### src/rtl/key_ps2_tx_if.sv
// Request/line bundle for key_ps2_tx: key request handshake plus the generated PS/2 lines.
// The master drives key requests; the slave (key_ps2_tx) drives ready, status and PS/2 lines.
interface key_ps2_tx_if;
    logic [3:0] key_in;
    logic       key_release;
    logic       key_valid;
    logic       key_ready;
    logic       ps2_clk;
    logic       ps2_data;
    logic       busy;
    logic       invalid;

    modport master (
        output key_in, key_release, key_valid,
        input  key_ready, ps2_clk, ps2_data, busy, invalid
    );

    modport slave (
        input  key_in, key_release, key_valid,
        output key_ready, ps2_clk, ps2_data, busy, invalid
    );
endinterface

### src/rtl/key_ps2_tx.sv
// PS/2 device-side transmitter: turns key make/break requests into set-2 scan-code frames.
// Optional macro BREAK_CODE_EN enables the 0xF0 break prefix; without it break requests are dropped.
module key_ps2_tx #(
    parameter int unsigned HALF_PERIOD = 4000,
    parameter int unsigned GAP_HALVES  = 2
) (
    input  logic         clk,
    input  logic         rst,
    key_ps2_tx_if.slave  bus
);

    localparam logic [15:0] HpLast    = 16'(HALF_PERIOD - 1);
    localparam logic [15:0] GapLast   = 16'(GAP_HALVES - 1);
    localparam logic [15:0] FrameLast = 16'd21;

    typedef enum logic [1:0] {StIdle, StFrame, StGap} state_e;

    state_e      state_q;
    logic [15:0] half_cnt_q;
    logic [15:0] half_idx_q;
    logic [10:0] frame_q;
    logic [7:0]  code_q;
    logic        second_q;
    logic        clk_q;
    logic        data_q;
    logic        invalid_q;

    function automatic logic [7:0] scan_code(input logic [3:0] k);
        case (k)
            4'd0:    return 8'h70;
            4'd1:    return 8'h69;
            4'd2:    return 8'h72;
            4'd3:    return 8'h7A;
            4'd4:    return 8'h6B;
            4'd5:    return 8'h73;
            4'd6:    return 8'h74;
            4'd7:    return 8'h6C;
            4'd8:    return 8'h75;
            4'd9:    return 8'h7D;
            4'd10:   return 8'h79;
            4'd11:   return 8'h7B;
            4'd12:   return 8'h7C;
            4'd13:   return 8'h5A;
            default: return 8'h00;
        endcase
    endfunction

    // Bit 0 is the start bit; the frame shifts right as each bit begins.
    function automatic logic [10:0] make_frame(input logic [7:0] b);
        return {1'b1, ~^b, b, 1'b0};
    endfunction

    always_ff @(posedge clk) begin
        if (rst) begin
            state_q    <= StIdle;
            half_cnt_q <= '0;
            half_idx_q <= '0;
            frame_q    <= '0;
            code_q     <= '0;
            second_q   <= 1'b0;
            clk_q      <= 1'b1;
            data_q     <= 1'b1;
            invalid_q  <= 1'b0;
        end else begin
            invalid_q <= 1'b0;
            unique case (state_q)
                StIdle: begin
                    if (bus.key_valid) begin
                        if (bus.key_in > 4'd13) begin
                            invalid_q <= 1'b1;
                        end else if (!bus.key_release) begin
                            state_q    <= StFrame;
                            frame_q    <= make_frame(scan_code(bus.key_in));
                            code_q     <= scan_code(bus.key_in);
                            second_q   <= 1'b0;
                            half_cnt_q <= '0;
                            half_idx_q <= '0;
                            clk_q      <= 1'b1;
                            data_q     <= 1'b0;
                        end
`ifdef BREAK_CODE_EN
                        else begin
                            state_q    <= StFrame;
                            frame_q    <= make_frame(8'hF0);
                            code_q     <= scan_code(bus.key_in);
                            second_q   <= 1'b1;
                            half_cnt_q <= '0;
                            half_idx_q <= '0;
                            clk_q      <= 1'b1;
                            data_q     <= 1'b0;
                        end
`endif
                    end
                end
                StFrame: begin
                    if (half_cnt_q == HpLast) begin
                        half_cnt_q <= '0;
                        if (half_idx_q == FrameLast) begin
                            half_idx_q <= '0;
                            clk_q      <= 1'b1;
                            data_q     <= 1'b1;
                            if (second_q) begin
                                state_q  <= StGap;
                                second_q <= 1'b0;
                                frame_q  <= make_frame(code_q);
                            end else begin
                                state_q <= StIdle;
                            end
                        end else begin
                            half_idx_q <= half_idx_q + 16'd1;
                            // Odd half ending means a new bit starts next cycle.
                            if (half_idx_q[0]) begin
                                clk_q   <= 1'b1;
                                data_q  <= frame_q[1];
                                frame_q <= {1'b0, frame_q[10:1]};
                            end else begin
                                clk_q <= 1'b0;
                            end
                        end
                    end else begin
                        half_cnt_q <= half_cnt_q + 16'd1;
                    end
                end
                StGap: begin
                    if (half_cnt_q == HpLast) begin
                        half_cnt_q <= '0;
                        if (half_idx_q == GapLast) begin
                            state_q    <= StFrame;
                            half_idx_q <= '0;
                            clk_q      <= 1'b1;
                            data_q     <= frame_q[0];
                        end else begin
                            half_idx_q <= half_idx_q + 16'd1;
                        end
                    end else begin
                        half_cnt_q <= half_cnt_q + 16'd1;
                    end
                end
                default: state_q <= StIdle;
            endcase
        end
    end

    assign bus.key_ready = (state_q == StIdle) && !rst;
    assign bus.busy      = (state_q != StIdle);
    assign bus.ps2_clk   = clk_q;
    assign bus.ps2_data  = data_q;
    assign bus.invalid   = invalid_q;

endmodule

### src/flat_wrapper.sv
// flat-port wrapper written by rule: the top's interface ports become plain ports
module key_ps2_tx_flat 
#(
    parameter int unsigned HALF_PERIOD = 4000,
    parameter int unsigned GAP_HALVES  = 2
)
  (clk, rst, bus_key_in, bus_key_release, bus_key_valid, bus_key_ready, bus_ps2_clk, bus_ps2_data, bus_busy, bus_invalid);
  key_ps2_tx_if bus_i ();
  input  logic clk;
  input  logic rst;
  input wire logic [$bits(bus_i.key_in)-1:0] bus_key_in;
  input wire logic [$bits(bus_i.key_release)-1:0] bus_key_release;
  input wire logic [$bits(bus_i.key_valid)-1:0] bus_key_valid;
  output wire logic [$bits(bus_i.key_ready)-1:0] bus_key_ready;
  output wire logic [$bits(bus_i.ps2_clk)-1:0] bus_ps2_clk;
  output wire logic [$bits(bus_i.ps2_data)-1:0] bus_ps2_data;
  output wire logic [$bits(bus_i.busy)-1:0] bus_busy;
  output wire logic [$bits(bus_i.invalid)-1:0] bus_invalid;
  assign bus_i.key_in = bus_key_in;
  assign bus_i.key_release = bus_key_release;
  assign bus_i.key_valid = bus_key_valid;
  assign bus_key_ready = bus_i.key_ready;
  assign bus_ps2_clk = bus_i.ps2_clk;
  assign bus_ps2_data = bus_i.ps2_data;
  assign bus_busy = bus_i.busy;
  assign bus_invalid = bus_i.invalid;
  key_ps2_tx #(.HALF_PERIOD(HALF_PERIOD), .GAP_HALVES(GAP_HALVES)) u_core (.clk(clk), .rst(rst), .bus(bus_i));
endmodule
### config.mk
export PLATFORM = sky130hd
export DESIGN_NAME = key_ps2_tx_flat
export DESIGN_NICKNAME = d
export VERILOG_FILES = /design/src/rtl/key_ps2_tx_if.sv /design/src/rtl/key_ps2_tx.sv /design/src/flat_wrapper.sv
export SDC_FILE = /design/constraint.sdc
export NUM_CORES = 1
export LEC_CHECK = 0
export CAP_MARGIN = 20
export CORE_MARGIN = 2
export CORE_UTILIZATION = 40
export DETAILED_ROUTE_END_ITERATION = 16
export SLEW_MARGIN = 25
export SYNTH_ARGS = -nofsm -noshare
export SYNTH_HDL_FRONTEND = slang
export SYNTH_SLANG_ARGS = --single-unit
### constraint.sdc
create_clock -name clk -period 2.9 [get_ports clk]
set_input_delay 0.58 -clock clk [delete_from_list [all_inputs] [get_ports clk]]
set_output_delay 0.58 -clock clk [all_outputs]
set_load 0.005 [all_outputs]
==> impl_metrics.tcl <==
set metrics [dict create \
    rsz0062_at_grt "false" \
    period_share_pct 91.55 \
    die_w_um 82.48 \
    via_per_inst 5.167 \
    cts.clk_slew.worst_paths_ps 70 \
    synth_nets 304 \
    r2r-start "u_core.state_q[0]" \
    layout_common_cells "nor2_1, dfxtp_1, buf_4" \
    totalPowerFinal_mw 1.251 \
    synth_fa_ha_area_share_pct 4.571 \
    cts_setup_buffers 0 \
    path_max_fanout 3 \
    cts_tree "built" \
    via_count 2010 \
    antenna_found_initial 0 \
    ys_ff_latch 46 \
    hold_class "flip-flop to flip-flop" \
    worst_setup_path_start_kind "primary input" \
    synth_edf_count 0 \
    worstPathCellList "clkdlybuf4s50_1, inv_1, ha_1, mux4_2, xor2_1, xnor2_1, or3_1, a311oi_1" \
    fin_crit_ps 2655 \
    worstMarginPinSlew_ps 898.7 \
    grt_pass1_vias 1828 \
    synthFlopType "dfxtp_1" \
    place_area_sq_um 2756 \
    grt_pass1_wl_um 8024 \
    min_to "u_core.frame_q[5]" \
    setup_viol 0 \
    initial_core_util_pct 41.61 \
    vdd_drop_max_uv 179.9 \
    ys_types 47 \
    synth_compound_area_share_pct 11.99 \
    fin_worst_skew_ps 14.30 \
    portBuffers 12 \
    synthArstFlopShare_pct 0 \
    root_buffer "clkbuf_8" \
    cts_resized 0 \
    reg2regPathDepth 4 \
    final_nets 330 \
    postRouteAntennaNets 0 \
    synth_warnings 0 \
    cp_slowest_stage_delay_ps 500 \
    yosysSeqAreaShare_pct 37.38 \
    slowest_stage "mux4_2" \
    wl_per_cell_um 11.94 \
    drt_iter0_markers 67 \
    mostFrequentLayoutCell "nor2_1" \
    placedCellCount 381 \
    pre_cts_ws_ps -48.86 \
    muxShareOfSynthArea_pct 3.200 \
    postRouteWirelength_um 4646 \
    clock_latency_ps 300 \
    fin_cells 389 \
    die_y_um 82.48 \
    endpoint_kind "flip-flop" \
    worst-setup-path-type "primary input to flip-flop" \
    cts.sinks 46 \
    r2r-end "u_core.half_idx_q[11]" \
    gp_congestion 0.7973 \
    clockBufferDepth 2 \
    rrSetupSlack_ps 760 \
    final_area_sq_um 2861 \
    fin_ws_ps 245.1 \
    placementRows 28 \
    hpwl_um 3444 \
    cts_made_buffers 5 \
    hold_viol_final 0 \
    firstDrtPassIters 4 \
    grt.total_usage_pct 15.09 \
    cp_top_family "buffers and inverters" \
    synth_xor_area_share_pct 9.954 \
    slew_headroom_pct 39.97 \
    hold_buffers 0 \
    drv_slew 0 \
    grt_max_degree 23 \
    synth_top_family_by_area "simple AND/OR/NAND/NOR gates" \
    drv_cap 0 \
    status "complete, no violations" \
    drc 0 \
    critPathBufInv 2 \
    syn_to_final_growth_pct 16.15 \
    syn-cell-area_sq_um 2464 \
    die_area_sq_um 6803 \
    cp_data_required_time_ps 3100 \
    drive_above_1_share_pct 12.74 \
    antenna_cells 0 \
    power_density_nw_per_um2 437.1 \
    io_pins 13 \
    synthSimpleGateAreaFrac_pct 28.14 \
    overflow 0 \
    leakagePower_nw 1.069 \
    crit_arrival_ps 2850 \
    clock.fmax_ghz 0.3767 \
    htree_levels 2 \
    core_sq_um 5921 \
    worstHoldPathCells 2 \
    synth_area_per_cell_sq_um 8.584 \
    hold_start "u_core.frame_q[6]" \
    synth_cells 287 \
]
-- routing by layer --
metal	vias up	part of all wire [%]	GRT usage, %
li1	1050	-	-
met1	933	53	20.76
met2	23	44	23.15
met3	4	2.5	4.239
met4	0	0.75	4.000
met5	-	0	0
-- synth_stat cells, types with 2 or more instances --
master,n,area share [%]
nor2_1,50,7.6
dfxtp_1,46,37
nand2_1,17,2.6
a21oi_1,15,3.0
xnor2_1,15,5.3
xor2_1,13,4.6
nor3_1,12,2.4
ha_1,9,4.6
and3_1,8,2.0
clkbuf_1,8,1.2
inv_1,8,1.2
nand3_1,7,1.4
a211oi_1,6,1.8
nand4_1,5,1.3
and2_1,4,1.0
nor2b_1,4,1.0
nor3b_1,4,1.2
nor4b_1,4,1.4
o21ai_0,4,0.81
o21bai_1,4,1.2
a311oi_1,3,1.1
and4_1,3,1.1
buf_2,3,0.61
buf_6,3,1.4
mux2i_1,3,1.2
nor4_1,3,0.76
or3_1,3,0.76
a21o_1,2,0.61
a21oi_2,2,0.71
nor4bb_1,2,0.81
-- worst reg2reg max path: cells and delay by family, from the launching register on --
| family | cells | cell delay [ps] |
|---|---|---|
| simple gates | 2 | 470 |
| compound gates | 2 | 840 |
| flops | 1 | 720 |
-- sequential cells by signal, indices dropped and copies added (netlist names) --
name                 flops
u_core.bus.ps2_clk       1
u_core.state_q           1
u_core.half_idx_q       16
u_core.bus.invalid       1
u_core.bus.ps2_data      1
u_core.half_cnt_q       16
u_core.frame_q          10
-- cells by family (layout without fill, tap and decap cells) --
family	after synthesis	in the layout
buffers and inverters	23	50
AO/OA/AOI/OAI	44	44
AND/OR/NAND/NOR	132	132
flip-flops	46	46
multiplexers	5	5
adder cells (fa/ha/maj)	9	9
XOR/XNOR	28	28
-- area by class of cell --
type	instances	area (sq um)
clock buffer	7	96.34
multi-input combinational	218	1425
tap	75	93.84
sequential	46	920.9
clock inverter	1	8.758
timing repair buffer	33	277.8
fill	578	3059
inverter	9	38.79
-- worst max path at each step --
stage,end,slack (ps),startpoint,depth (start not counted)
finish,u_core.frame_q[9],250,bus_key_in[1],8
global route,u_core.frame_q[9],120,bus_key_in[1],8
CTS,u_core.frame_q[9],250,bus_key_in[1],8
detailed placement,u_core.frame_q[9],-50,bus_key_in[1],8
global placement,u_core.frame_q[9],-5,bus_key_in[0],8
floorplan,u_core.frame_q[9],550,bus_key_in[1],7
-- through the flow --
step | hold slack (ps) | setup TNS, ps | utilization (%)
detailed placement | 475.7 | -480.9 | 46.56
global placement | 469.2 | -29.99 | 46.56
finish | 481.2 | 0 | 48.33
CTS | 485.7 | 0 | 48.33
global route | 525.1 | 0 | 48.33
floorplan | 454.6 | 0 | -
-- where the power goes --
group	internal, mW	total (mW)	switching, mW
clock	0.218	0.432	0.213
sequential	0.644	0.657	0.0135
combinational	0.0796	0.161	0.0819
total	0.942	1.25	0.309
Power figures use the tool's default switching activity.
